--- src/rtl/pipelined_adder.sv ---
// pipelined_adder: WIDTH-bit add/sub with the carry chain cut into
// STAGES registered ripple segments, valid/ready flow control.

module full_adder (
  input  logic i_a,
  input  logic i_b,
  input  logic i_c,
  output logic o_s,
  output logic o_c
);

  assign o_s = i_a ^ i_b ^ i_c;
  assign o_c = (i_a & i_b) | (i_c & (i_a ^ i_b));

endmodule

module pipelined_adder #(
  parameter int WIDTH  = 32,
  parameter int STAGES = 4
) (
  input  logic             clk,
  input  logic             rst,
  input  logic [WIDTH-1:0] A,
  input  logic [WIDTH-1:0] B,
  input  logic             Cin,
  input  logic             Sub,
  input  logic             in_valid,
  output logic             in_ready,
  output logic [WIDTH-1:0] Sum,
  output logic             Cout,
  output logic             Ovf,
  output logic             out_valid,
  input  logic             out_ready
);

  localparam int SEG = WIDTH / STAGES;

  if (STAGES < 1 || STAGES > WIDTH || (WIDTH % STAGES) != 0) begin : g_bad
    $error("WIDTH must be a multiple of STAGES, 1 <= STAGES <= WIDTH");
  end

  logic             w_adv;
  logic [WIDTH-1:0] w_beff;
  logic             w_c0;

  // r_a/r_b carry the not-yet-added upper slices forward (skew),
  // r_s collects finished lower sum slices (deskew).
  logic [WIDTH-1:0] r_a [STAGES];
  logic [WIDTH-1:0] r_b [STAGES];
  logic [WIDTH-1:0] r_s [STAGES];
  logic             r_c [STAGES];
  logic             r_v [STAGES];
  logic             r_ovf;

  // The whole pipe moves as one: it advances unless the
  // output slot is occupied and not being taken.
  assign w_adv    = out_ready | ~out_valid;
  assign in_ready = w_adv;

  // Subtraction is A + ~B + 1; Cin is irrelevant then.
  assign w_beff = Sub ? ~B : B;
  assign w_c0   = Sub | Cin;

  for (genvar k = 0; k < STAGES; k++) begin : g_stg
    logic [WIDTH-1:0] w_a;
    logic [WIDTH-1:0] w_b;
    logic [WIDTH-1:0] w_s;
    logic [WIDTH-1:0] w_snext;
    logic             w_ci;
    logic             w_vi;
    logic [SEG:0]     w_c;
    logic [SEG-1:0]   w_sum;

    if (k == 0) begin : g_in
      assign w_a  = A;
      assign w_b  = w_beff;
      assign w_s  = '0;
      assign w_ci = w_c0;
      assign w_vi = in_valid;
    end else begin : g_mid
      assign w_a  = r_a[k-1];
      assign w_b  = r_b[k-1];
      assign w_s  = r_s[k-1];
      assign w_ci = r_c[k-1];
      assign w_vi = r_v[k-1];
    end

    assign w_c[0] = w_ci;

    for (genvar j = 0; j < SEG; j++) begin : g_fa
      full_adder u_fa (
        .i_a (w_a[k*SEG+j]),
        .i_b (w_b[k*SEG+j]),
        .i_c (w_c[j]),
        .o_s (w_sum[j]),
        .o_c (w_c[j+1])
      );
    end

    // Merge this stage's slice into the partial sum word.
    always_comb begin
      w_snext = w_s;
      w_snext[k*SEG +: SEG] = w_sum;
    end

    // Stage register: captures operands, partial sum, carry, valid.
    always_ff @(posedge clk) begin
      if (rst) begin
        r_a[k] <= '0;
        r_b[k] <= '0;
        r_s[k] <= '0;
        r_c[k] <= 1'b0;
        r_v[k] <= 1'b0;
      end else if (w_adv) begin
        r_a[k] <= w_a;
        r_b[k] <= w_b;
        r_s[k] <= w_snext;
        r_c[k] <= w_c[SEG];
        r_v[k] <= w_vi;
      end
    end

    if (k == STAGES - 1) begin : g_last
      // Signed overflow: carry into MSB differs from carry out.
      always_ff @(posedge clk) begin
        if (rst) begin
          r_ovf <= 1'b0;
        end else if (w_adv) begin
          r_ovf <= w_c[SEG-1] ^ w_c[SEG];
        end
      end
    end
  end

  assign Sum       = r_s[STAGES-1];
  assign Cout      = r_c[STAGES-1];
  assign Ovf       = r_ovf;
  assign out_valid = r_v[STAGES-1];

endmodule

--- config.mk ---
export PLATFORM = sky130hd
export DESIGN_NAME = pipelined_adder
export DESIGN_NICKNAME = d
export VERILOG_FILES = /design/src/rtl/pipelined_adder.sv
export SDC_FILE = /design/constraint.sdc
export NUM_CORES = 1
export LEC_CHECK = 0
export ABC_AREA = 1
export CAP_MARGIN = 20
export CORE_MARGIN = 1.5
export CORE_UTILIZATION = 30
export DETAILED_ROUTE_END_ITERATION = 7
export HOLD_SLACK_MARGIN = 0.12
export SYNTH_ARGS = -nofsm -noshare
export SYNTH_HDL_FRONTEND = slang
export SYNTH_SLANG_ARGS = --single-unit
export TNS_END_PERCENT = 20
--- constraint.sdc ---
create_clock -name clk -period 6.6 [get_ports clk]
set_input_delay 0.99 -clock clk [delete_from_list [all_inputs] [get_ports clk]]
set_output_delay 0.99 -clock clk [all_outputs]
set_load 0.01 [all_outputs]
# Yosys cells after proc, flatten, opt, wreduce, memory -nomap -nowiden
# Memories as Yosys holds them, arrays and structs flattened.
# Cells that the tools add are included.
[word_totals]
ff_bits = 1
latch_bits = 0
mem_bits_rw = 392
rom_bits = 0
input_bits = 70
output_inout_bits = 36
wordCells = 217
mem_count = 5
[classes]
addsub = 0
mul = 0
div = 0
magnitude_cmp = 0
eq_ne = 0
shifts = 0
mux = 26
bitwise = 185
n_reduce_logical = 0
[mem_list]
columns = ["name", "depth", "width", "rd", "rd_clocked_by_memory_dff", "wr", "line_no", "text"]
rows = [
  ["r_a", 4, 32, 3, 0, 4, "48", "logic [WIDTH-1:0] r_a [STAGES];"],
  ["r_b", 4, 32, 3, 0, 4, "49", "logic [WIDTH-1:0] r_b [STAGES];"],
  ["r_s", 4, 32, 4, 0, 4, "50", "logic [WIDTH-1:0] r_s [STAGES];"],
  ["r_c", 4, 1, 4, 0, 4, "51", "logic r_c [STAGES];"],
  ["r_v", 4, 1, 4, 0, 4, "52", "logic r_v [STAGES];"],
]
[ops]
columns = ["op", "n"]
rows = [
  ["two-way mux 32 bit", 13],
  ["bitwise XOR 1 bit", 65],
  ["bitwise AND 1 bit", 64],
  ["OR 1 bit", 54],
  ["NOT 32 bit", 1],
  ["two-way mux 1 bit", 13],
  ["NOT 1 bit", 1],
]

# Depth between registers and ports, before layout
# Gate-level depths: netlist of run 1.
[logic_depth]
word_depth = 20
depth_mapped = 15
mapped_depth_nobuf = 15

# Cells and area by module
# Synthesis of run 1 repeated with hierarchy kept, for this count alone.
[hier_totals]
cells_unflattened = 632
hier_area_um2 = 8077.7
[modules_own_cells]
columns = ["module", "instances", "cells_each", "area_each_um2", "seq_area_each_um2"]
rows = [
  ["pipelined_adder", 1, 600, 7437.1, 5545.3],
  ["full_adder", 32, 1, 20.0, 0.0],
]

# Least setup slack after synthesis of run 1
# Ideal clock, no wire load.
[synth_timing]
path_kind = "input to register"
startpoint = "input out_ready"
endpoint = "memory r_a[0][10], enable pin"
t_arrival_ps = 4198
t_required_ps = 5115
slack_ps = 917
cell_stages = 4
path_buffers = 0
cell_sequence = "inv_1 nand2_2 inv_1 nand2_1"
[synth_lines]
columns = ["element", "line_no", "text"]
rows = [
  ["start: declaration", "33", "input logic out_ready"],
  ["end: declaration", "48", ""],
]

==> results.yml, run 1 <==
die:
  initial_utilization: 0.304
  io_pins: 106
  die-area_sq_um: 28000
  core_sq_um: 26700
  die_h_microns: 167
  die_w_microns: 167
  num_rows: 60
power_and_ir_drop:
  sw_frac_of_total: 0.231
  p_int_uw: 2070
  ir_drop_mv: 0.133
  report.power.total_uw: 2680
  power_frac_comb: 0.091
  powerDensity_nw_per_um2: 268
  p_switching_uw: 619
  clock_power_share: 0.379
  p_seq_frac: 0.530
  p_leak_uw: 0.00415
hold_path:
  min_from: "Ovf"
  hold_class: "reg -> reg"
timing:
  final_max_slew_viol_count: 0
  layout_setup_ws_ns: 2.00
  slew_headroom: 0.226
  rsz0062_at_grt: "false"
  fin_crit_sh: 0.696
  hold_viol_final: 0
  setup_tns_ns: 0
  setup_viol: 0
  skew_ns: 0.0194
  clock.fmax_ghz: 0.218
  period_minus_slack_ns: 4.60
  worstMarginPinSlew_ns: 1.16
logic_synthesis:
  synthTopCellsByArea: "edfxtp_1 68%, nor2_1 8.6%, inv_1 8.1%"
  synthFlopType: "edfxtp_1"
  synth_seq_cells: 185
  synth.avg_cell_area_sq_um: 12.6
  synth_xor_xnor_area_share: 0.0345
  ys_top_cells_by_count: "185 x nor2_1, 184 x edfxtp_1, 174 x inv_1, 32 x fa_1, 31 x xnor2_1"
  synth_simple_gate_area_frac: 0.0905
  synth_largest_area_cell: "edfxtp_1"
  synth_edf_count: 184
  yosysUniqueCellTypes: 14
  synth.area.mux_share: 0
  synth_top_family_by_area: "buffers and inverters"
  synth_adder_area_share: 0.0790
  ys_warn_count: 0
  synth.yosys.seq_area_share: 0.684
  syn_area_sq_um: 8110
  async_flop_share: 0
  synth_compound_area_frac: 0.000617
  synth_cells: 642
  syn_nets: 744
  synth_most_common_cell: "nor2_1"
  synth_top_area_frac: 0.681
drt:
  wl_mm: 12.7
  drc: 0
  dr_total_vias: 4136
  firstDrtPassIters: 5
  first_iter_violations: 373
  wire_per_inst_microns: 11.5
  routed_via_density: 3.76
  postRouteAntennaNets: 0
worst_setup_path:
  critPathLaunchType: "input port"
  worstPathArrival_ns: 4.77
  timing.rr.start: "r_c[2]"
  crit_path_max_fanout: 1
  crit_start: "B[0]"
  cp_data_required_time_ns: 6.77
  path_class: "in -> reg"
  cp-end-kind: "flip-flop"
clocking:
  cts-root-buf: "clkbuf_16"
  cts_tree: "built"
  postCtsSetupBuffers: 0
  cts.sinks: 185
  cts_hold_buf: 0
  cts_buffer_depth: 2
  htreeDepth: 4
  path_clk_slew_ns: 0.08
  numCtsBuffers: 17
  cts_resized: 0
  clk-insertion-delay-late_ns: 0.43
place:
  place_congestion: 0.725
  port_buffers: 105
  hpwl_mm: 7.69
  place_ws_ns: 1.49
final_layout:
  area_delta_synth_final_pct: 23.3
  layout-drive-gt1-share: 0.0515
  nets: 847
run_status:
  status: "finished clean"
global_route:
  grt_max_degree: 185
  track_usage: 0.0940
  grt_pass1_vias: 3886
  grt_overflow_total: 0
  grt_pass1_wl_mm: 20.1
  grt_antenna_before_repair: 2
run:
  drv_cap: 0
==> registers in the layout (all words and copies together), names as in the netlist <==
name and cells:
r_s 80, r_a 48, r_b 48, r_c 4
r_v 4, Ovf 1
==> final timing paths <==
kind,end,slack (ns),cells past startpoint
max,r_s[0][7],2.00,13
min,Ovf,0.49,2
max reg2reg,r_c[3],2.19,12
min reg2reg,Ovf,0.49,2
==> power groups by stage <==
| stage | Sequential (uW) | Combinational [uW] | Clock (uW) |
|---|---|---|---|
| after global routing | 1430 | 282 | 1100 |
| final | 1420 | 245 | 1020 |
| after floorplan | 1450 | 151 | 0 |
| after global placement | 1450 | 247 | 0 |
| after CTS | 1420 | 251 | 1050 |
| after detailed placement | 1450 | 249 | 0 |
==> per-layer routing <==
metal / vias to the layer above / global-route usage / wire length, microns
li1: 2139 / - / -
met1: 1900 / 0.123 / 5900
met2: 84 / 0.147 / 6050
met3: 11 / 0.0243 / 508
met4: 2 / 0.0435 / 178
met5: - / 0 / 17
==> metrics by stage <==
stage | hold slack [ns] | instance area [sq um] | cells | util
after floorplan | 0.491 | 8110 | 642 | -
after global placement | 0.464 | 9380 | 1066 | 0.351
after detailed placement | 0.490 | 9380 | 1066 | 0.351
after CTS | 0.501 | 9970 | 1098 | 0.373
after global routing | 0.521 | 10000 | 1099 | 0.374
final | 0.486 | 10000 | 1100 | 0.374
==> kinds of logic (layout without fill, tap and decap cells) <==
kind of cell	count (synthesis)	count (layout)
buffers and inverters	198	314
and+or+nand+nor	194	194
DFF	185	185
adders and majority gates	32	32
xor gates and xnor gates	32	32
AOI/OAI and AO/OA	1	1
other	0	1
==> cells in the final DEF (no fill, tap or decap) <==
cell type | synthesis | routed
xnor2_1 | 31 | 31
buf_12 | 0 | 1
nand2_2 | 2 | 1
diode_2 | 0 | 1
xor2_1 | 1 | 1
inv_1 | 174 | 174
buf_2 | 2 | 1
clkdlybuf4s50_1 | 0 | 104
clkbuf_16 | 0 | 17
nand2_1 | 6 | 5
clkinv_2 | 0 | 2
buf_16 | 0 | 1
bufinv_16 | 0 | 1
nand2_8 | 0 | 1
edfxtp_1 | 184 | 184
fa_1 | 32 | 32
clkinv_4 | 0 | 3
a21oi_1 | 1 | 1
inv_6 | 0 | 3
nor2_1 | 185 | 185
dfxtp_1 | 1 | 1
nand3_1 | 1 | 1
nand2_4 | 0 | 1
clkbuf_8 | 0 | 1
inv_8 | 0 | 4
buf_4 | 1 | 1
clkinv_8 | 0 | 1
==> critical path: stages <==
cell and delay [ns]:
clkdlybuf4s50_1 0.42, xnor2_1 0.16, fa_1 0.42, fa_1 0.43
fa_1 0.43, fa_1 0.39, fa_1 0.36, inv_1 0.07
fa_1 0.15, inv_1 0.04, fa_1 0.37, fa_1 0.48
nor2_1 0.04
==> layout make-up <==
cell class | count | area [sq um]
diodes | 1 | 2.50
clock buffers | 18 | 439
clock inverters | 14 | 154
well taps | 341 | 427
inverters | 174 | 653
repair buffers | 108 | 1100
multi-input cells | 259 | 1680
flip-flops and latches | 185 | 5550
fillers | 2584 | 16700
Note: power is estimated with default switching activity, not from simulation.
==> run 2, diff against run 1 <==
- clock period: 6.6 -> 4.4 ns (I/O delays scaled with it)
==> run 2 against run 1 <==
  * Wire length up 2.1%
  * Final area up 0.81%
  * Non-clock buffer count up 7
  * Worst setup slack worse by 1.9 ns
  * Via count up 0.24%
  * Cell count up 0.55%
  * Utilization up 0.30 points
  * Clock skew down 0.0097 ns
  * Sequential share of layout area down 0.45 points
  * Critical path depth unchanged
==> results.yml, run 2 (synthesis results as in run 1) <==
run_status:
  status: "finished clean"
place:
  hpwl_mm: 8.37
  place_congestion: 0.703
  port_buffers: 105
die:
  io_pins: 106
  die-area_sq_um: 28000
  core_sq_um: 26700
  die_h_microns: 167
  num_rows: 60
  initial_utilization: 0.304
  die_w_microns: 167
timing:
  slew_headroom: 0.479
  setup_tns_ns: 0
  hold_viol_final: 0
  skew_ns: 0.00975
  fin_crit_sh: 0.972
  period_minus_slack_ns: 4.28
  hold_slack_ns: 0.479
  clock.fmax_ghz: 0.234
  worstMarginPinSlew_ns: 0.781
  final_max_slew_viol_count: 0
  setup_viol: 0
clocking:
  path_clk_slew_ns: 0.07
  cts-root-buf: "clkbuf_16"
  cts.sinks: 185
  clk-insertion-delay-late_ns: 0.42
  numCtsBuffers: 17
  htreeDepth: 4
  cts_hold_buf: 0
  cts_buffer_depth: 2
  cts_tree: "built"
worst_setup_path:
  cp-end-kind: "flip-flop"
  timing.rr.start: "r_c[0]"
  r2r_slack_ns: 0.17
  path_class: "in -> reg"
  critPathLaunchType: "input port"
  worstPathArrival_ns: 4.42
  cp_data_required_time_ns: 4.55
  crit_path_max_fanout: 1
  crit_start: "B[0]"
global_route:
  grt_overflow_total: 0
  track_usage: 0.0977
  grt_antenna_before_repair: 0
  grt_max_degree: 127
  grt_pass1_vias: 4083
  grt_pass1_wl_mm: 20.9
final_layout:
  layout-drive-gt1-share: 0.0667
  largest-register: "r_s"
  area_delta_synth_final_pct: 24.3
  largest_reg_flops: 80
  final_common_cell: "nor2_1"
  utilization: 0.377
  nets: 854
  diodes: 0
  mostFrequentLayoutCells: "185 x nor2_1, 184 x edfxtp_1, 174 x inv_1"
  reg_top3: "r_s (80), r_a (48), r_b (48)"
drt:
  firstDrtPassIters: 4
  drc: 0
  first_iter_violations: 271
  wl_mm: 12.9
  dr_total_vias: 4146
  routed_via_density: 3.75
  wire_per_inst_microns: 11.7
  postRouteAntennaNets: 0
power_and_ir_drop:
  p_int_uw: 3220
  clock_power_share: 0.389
  ir_drop_mv: 0.186
  report.power.total_uw: 4110
  p_seq_frac: 0.520
  powerDensity_nw_per_um2: 407
  sw_frac_of_total: 0.217
  p_switching_uw: 891
  p_leak_uw: 0.00415
  power_frac_comb: 0.091
run:
  drv_cap: 0
hold_path:
  hold_class: "reg -> reg"
  min_from: "Ovf"
## run 2: metrics by stage
step / std cells / instance area (sq um) / setup slack (ns)
final: 1106 / 10100 / 0.124
after global routing: 1106 / 10100 / -0.00484
after CTS: 1106 / 10100 / 0.0423
after detailed placement: 1074 / 9450 / -0.416
after global placement: 1074 / 9450 / -0.343
after floorplan: 642 / 8120 / -0.0160
## run 2: timing repair
action / CTS / global route
setup buffers: 0 / 0
gates resized for setup: 2 / 5
hold endpoints to repair: 0 / 0
setup endpoints to repair: 3 / 7
## run 2: cell type report
type | instances | area, sq um
clock buffer | 21 | 460
clock inverter | 11 | 158
fill | 2571 | 16600
inverter | 174 | 653
multi-input combinational | 259 | 1710
sequential | 185 | 5550
tap | 341 | 427
timing repair buffer | 115 | 1130
## run 2: worst paths after layout
path | endpoint | cells after the start
max | r_s[0][7] | 13
min | Ovf | 2
max reg2reg | r_s[1][15] | 12
min reg2reg | Ovf | 2
## run 2: power by group through the flow
| stage | Combinational [uW] | Sequential (uW) | Clock (uW) |
|---|---|---|---|
| final | 373 | 2140 | 1600 |
| after global routing | 431 | 2150 | 1700 |
| after CTS | 383 | 2140 | 1650 |
| after detailed placement | 379 | 2180 | 0 |
| after global placement | 372 | 2170 | 0 |
| after floorplan | 227 | 2180 | 0 |
## run 2: metal layers
layer	part of all wire	track usage	up-vias
met3	0.030	0.0215	15
met5	0	0	-
met2	0.49	0.161	72
met1	0.46	0.123	1911
met4	0.019	0.0462	0
li1	-	-	2148
## run 2: critical path: stages
cell	delay [ns]
clkdlybuf4s50_1	0.42
xnor2_1	0.15
fa_1	0.42
fa_2	0.39
fa_1	0.42
fa_1	0.39
fa_1	0.38
inv_1	0.08
fa_1	0.16
inv_1	0.05
fa_1	0.37
fa_1	0.49
nor2_1	0.04
==> run 3, diff against run 2 <==
- SYNTH_HIERARCHICAL: unset -> 1
==> run 3 against run 2 <==
  * Cell count is 1.8% lower
  * Synthesized cell count decreased by 1.6%
  * Sequential power about the same
  * Final area is 1.1% lower
  * Critical endpoint unchanged
  * Highest routed layer unchanged
==> results.yml, run 3 <==
place:
  hpwl_mm: 7.65
  place_congestion: 0.681
  dp_cells: 1053
  port_buffers: 105
  place_area_sq_um: 9370
  place_ws_ns: -0.603
die:
  die_w_microns: 167
  initial_utilization: 0.308
  core_sq_um: 26200
  die-area_sq_um: 27900
  die_h_microns: 167
  io_pins: 106
  num_rows: 59
worst_setup_path:
  rr_endpoint: "r_s[2][23]"
  slowest_delay_ns: 0.43
  cp_num_buf_inv: 2
  timing.rr.start: "r_a[0][48]"
  cp-end-kind: "flip-flop"
  worstPathArrival_ns: 4.45
  critPathLaunchType: "input port"
  path_class: "in -> reg"
  cp_top_family: "adder cells"
  path_cells: "clkdlybuf4s50_1 > or2_2 > fa_1 > fa_2 > fa_2 > fa_1 > fa_2 > fa_2 > fa_1 > fa_1 > inv_1 > nor2_1"
  cp_slowest_cell: "fa_1"
  reg2reg_depth: 10
  r2r_slack_ns: 0.27
  cp_data_required_time_ns: 4.56
  crit_path_max_fanout: 1
hold_path:
  holdPathStages: 2
  hold_class: "reg -> reg"
  hold_end: "Ovf"
  min_from: "Ovf"
drt:
  wl_mm: 12.7
  wire_per_inst_microns: 11.7
  dr_total_vias: 4181
  firstDrtPassIters: 6
  first_iter_violations: 375
  routed_via_density: 3.85
  drc: 0
  postRouteAntennaNets: 0
final_layout:
  mostFrequentLayoutCells: "184 x nor2_1, 184 x edfxtp_1, 164 x inv_1"
  diodes: 0
  reg_top3: "r_s (80), r_a (48), r_b (48)"
  fillers: 2512
  nets: 840
  utilization: 0.381
  layout-drive-gt1-share: 0.0613
  finalInstanceArea_sq_um: 9970
  area_delta_synth_final_pct: 23.5
  largest-register: "r_s"
  largest_reg_flops: 80
  fin_cells: 1086
logic_synthesis:
  ys_warn_count: 6
  synth_seq_cells: 185
  synth_edf_count: 184
  syn_nets: 734
  synth_top_area_frac: 0.684
  synthFlopType: "edfxtp_1"
  async_flop_share: 0
  syn_area_sq_um: 8080
  synth_largest_area_cell: "edfxtp_1"
  ys_top_cells_by_count: "184 x edfxtp_1, 184 x nor2_1, 164 x inv_1, 32 x fa_1, 24 x xnor2_1"
  synthTopCellsByArea: "edfxtp_1 68%, nor2_1 8.6%, fa_1 7.9%"
  synth_cells: 632
  synth.yosys.seq_area_share: 0.686
  synth.avg_cell_area_sq_um: 12.8
  yosysUniqueCellTypes: 15
global_route:
  grt_pass1_wl_mm: 21.0
  grt_pass1_vias: 4136
  grt_max_degree: 185
  track_usage: 0.0972
  grt_antenna_before_repair: 0
  grt_overflow_total: 0
timing:
  layout_setup_ws_ns: 0.117
  final_max_slew_viol_count: 0
  skew_ns: 0.0101
  hold_slack_ns: 0.481
  rsz0062_at_grt: "false"
  slew_headroom: 0.594
  fin_crit_sh: 0.973
  worstMarginPinSlew_ns: 0.609
  period_minus_slack_ns: 4.28
  hold_viol_final: 0
  clock.fmax_ghz: 0.233
  setup_viol: 0
clocking:
  clk-insertion-delay-late_ns: 0.42
  cts_buffer_depth: 2
  cts_tree: "built"
  path_clk_slew_ns: 0.07
  htreeDepth: 4
  cts_hold_buf: 0
  numCtsBuffers: 17
  cts.sinks: 185
  cts-root-buf: "clkbuf_16"
run_status:
  status: "finished clean"
power_and_ir_drop:
  p_leak_uw: 0.00413
  ir_drop_mv: 0.241
  powerDensity_nw_per_um2: 401
run:
  drv_cap: 0
-- run 3: cell count changes in the layout (fill, tap and decap cells not counted), moves of 2 or more --
| cell | before | now |
|---|---|---|
| clkbuf_1 | 2 | 0 |
| xor2_1 | 1 | 8 |
| fa_2 | 7 | 4 |
| clkinvlp_4 | 1 | 4 |
| buf_4 | 9 | 4 |
| clkbuf_8 | 2 | 0 |
| inv_1 | 174 | 164 |
| fa_1 | 25 | 28 |
| bufinv_16 | 3 | 1 |
| xnor2_1 | 31 | 24 |
-- run 3: timing repair --
item,CTS,global route
buffers inserted,0,0
resized for setup,3,1
endpoints found under the setup margin,2,1
cloned,0,0
-- run 3: logic make-up (layout without fill, tap and decap cells) --
family                   Yosys count  count (layout)  share of synthesized area
AND/OR/NAND/NOR                  194             194                     0.0912
buffers and inverters            188             307                      0.108
flip-flops                       185             185                      0.686
adder cells (fa/ha/maj)           32              32                     0.0793
XOR/XNOR                          32              32                     0.0347
AO/OA/AOI/OAI                      1               1                   0.000619
-- run 3: stage by stage --
| step | TNS, ns | total power, uW |
|---|---|---|
| 2_1_floorplan | -0.449 | 2410 |
| 3_3_place_gp | -1.30 | 2550 |
| 3_5_place_dp | -1.37 | 2560 |
| 4_1_cts | 0 | 4060 |
| 5_1_grt | 0 | 4190 |
| 6_report | 0 | 4000 |
-- run 3: cell type report --
class | count | area (sq um) | share of cell area
Timing Repair Buffer | 111 | 1120 | 0.113
Clock inverter | 15 | 140 | 0.0141
Multi-Input combinational cell | 259 | 1700 | 0.171
Clock buffer | 17 | 425 | 0.0427
Sequential cell | 185 | 5550 | 0.556
Inverter | 164 | 616 | 0.0617
Tap cell | 335 | 419 | 0.0420
-- run 3: metal layers --
metal  track usage  vias up  part of all wire
li1              -     2128                 -
met1         0.125     1970              0.46
met3        0.0329        7             0.045
met2         0.154       76              0.49
met5             0        -                 0
met4        0.0320        0            0.0096
-- run 3: worst max path at each step --
| stage | from | to | slack, ns | cells past startpoint |
|---|---|---|---|---|
| after floorplan | Sub | r_s[0][7] | -0.26 | 13 |
| after global placement | Cin | r_s[0][7] | -0.60 | 12 |
| after detailed placement | Cin | r_s[0][7] | -0.60 | 12 |
| after CTS | Cin | r_s[0][7] | 0.03 | 12 |
| after global routing | Cin | r_s[0][7] | 0.02 | 12 |
| final | Cin | r_s[0][7] | 0.12 | 12 |
-- run 3: where the power goes --
part	switching, uW	internal, uW	leakage [uW]
Clock	699	793	0.000268
Combinational	183	189	0.00166
Sequential	44.9	2090	0.00219
Total	926	3070	0.00413
-- run 3: worst register-to-register path, cell delays in order, from the launching register on --
cell and delay (ns):
edfxtp_1 0.40, fa_1 0.45, fa_1 0.40, fa_1 0.43, fa_1 0.43, fa_1 0.43, fa_1 0.40, fa_1 0.41
fa_1 0.43, inv_1 0.06, nor2_1 0.04
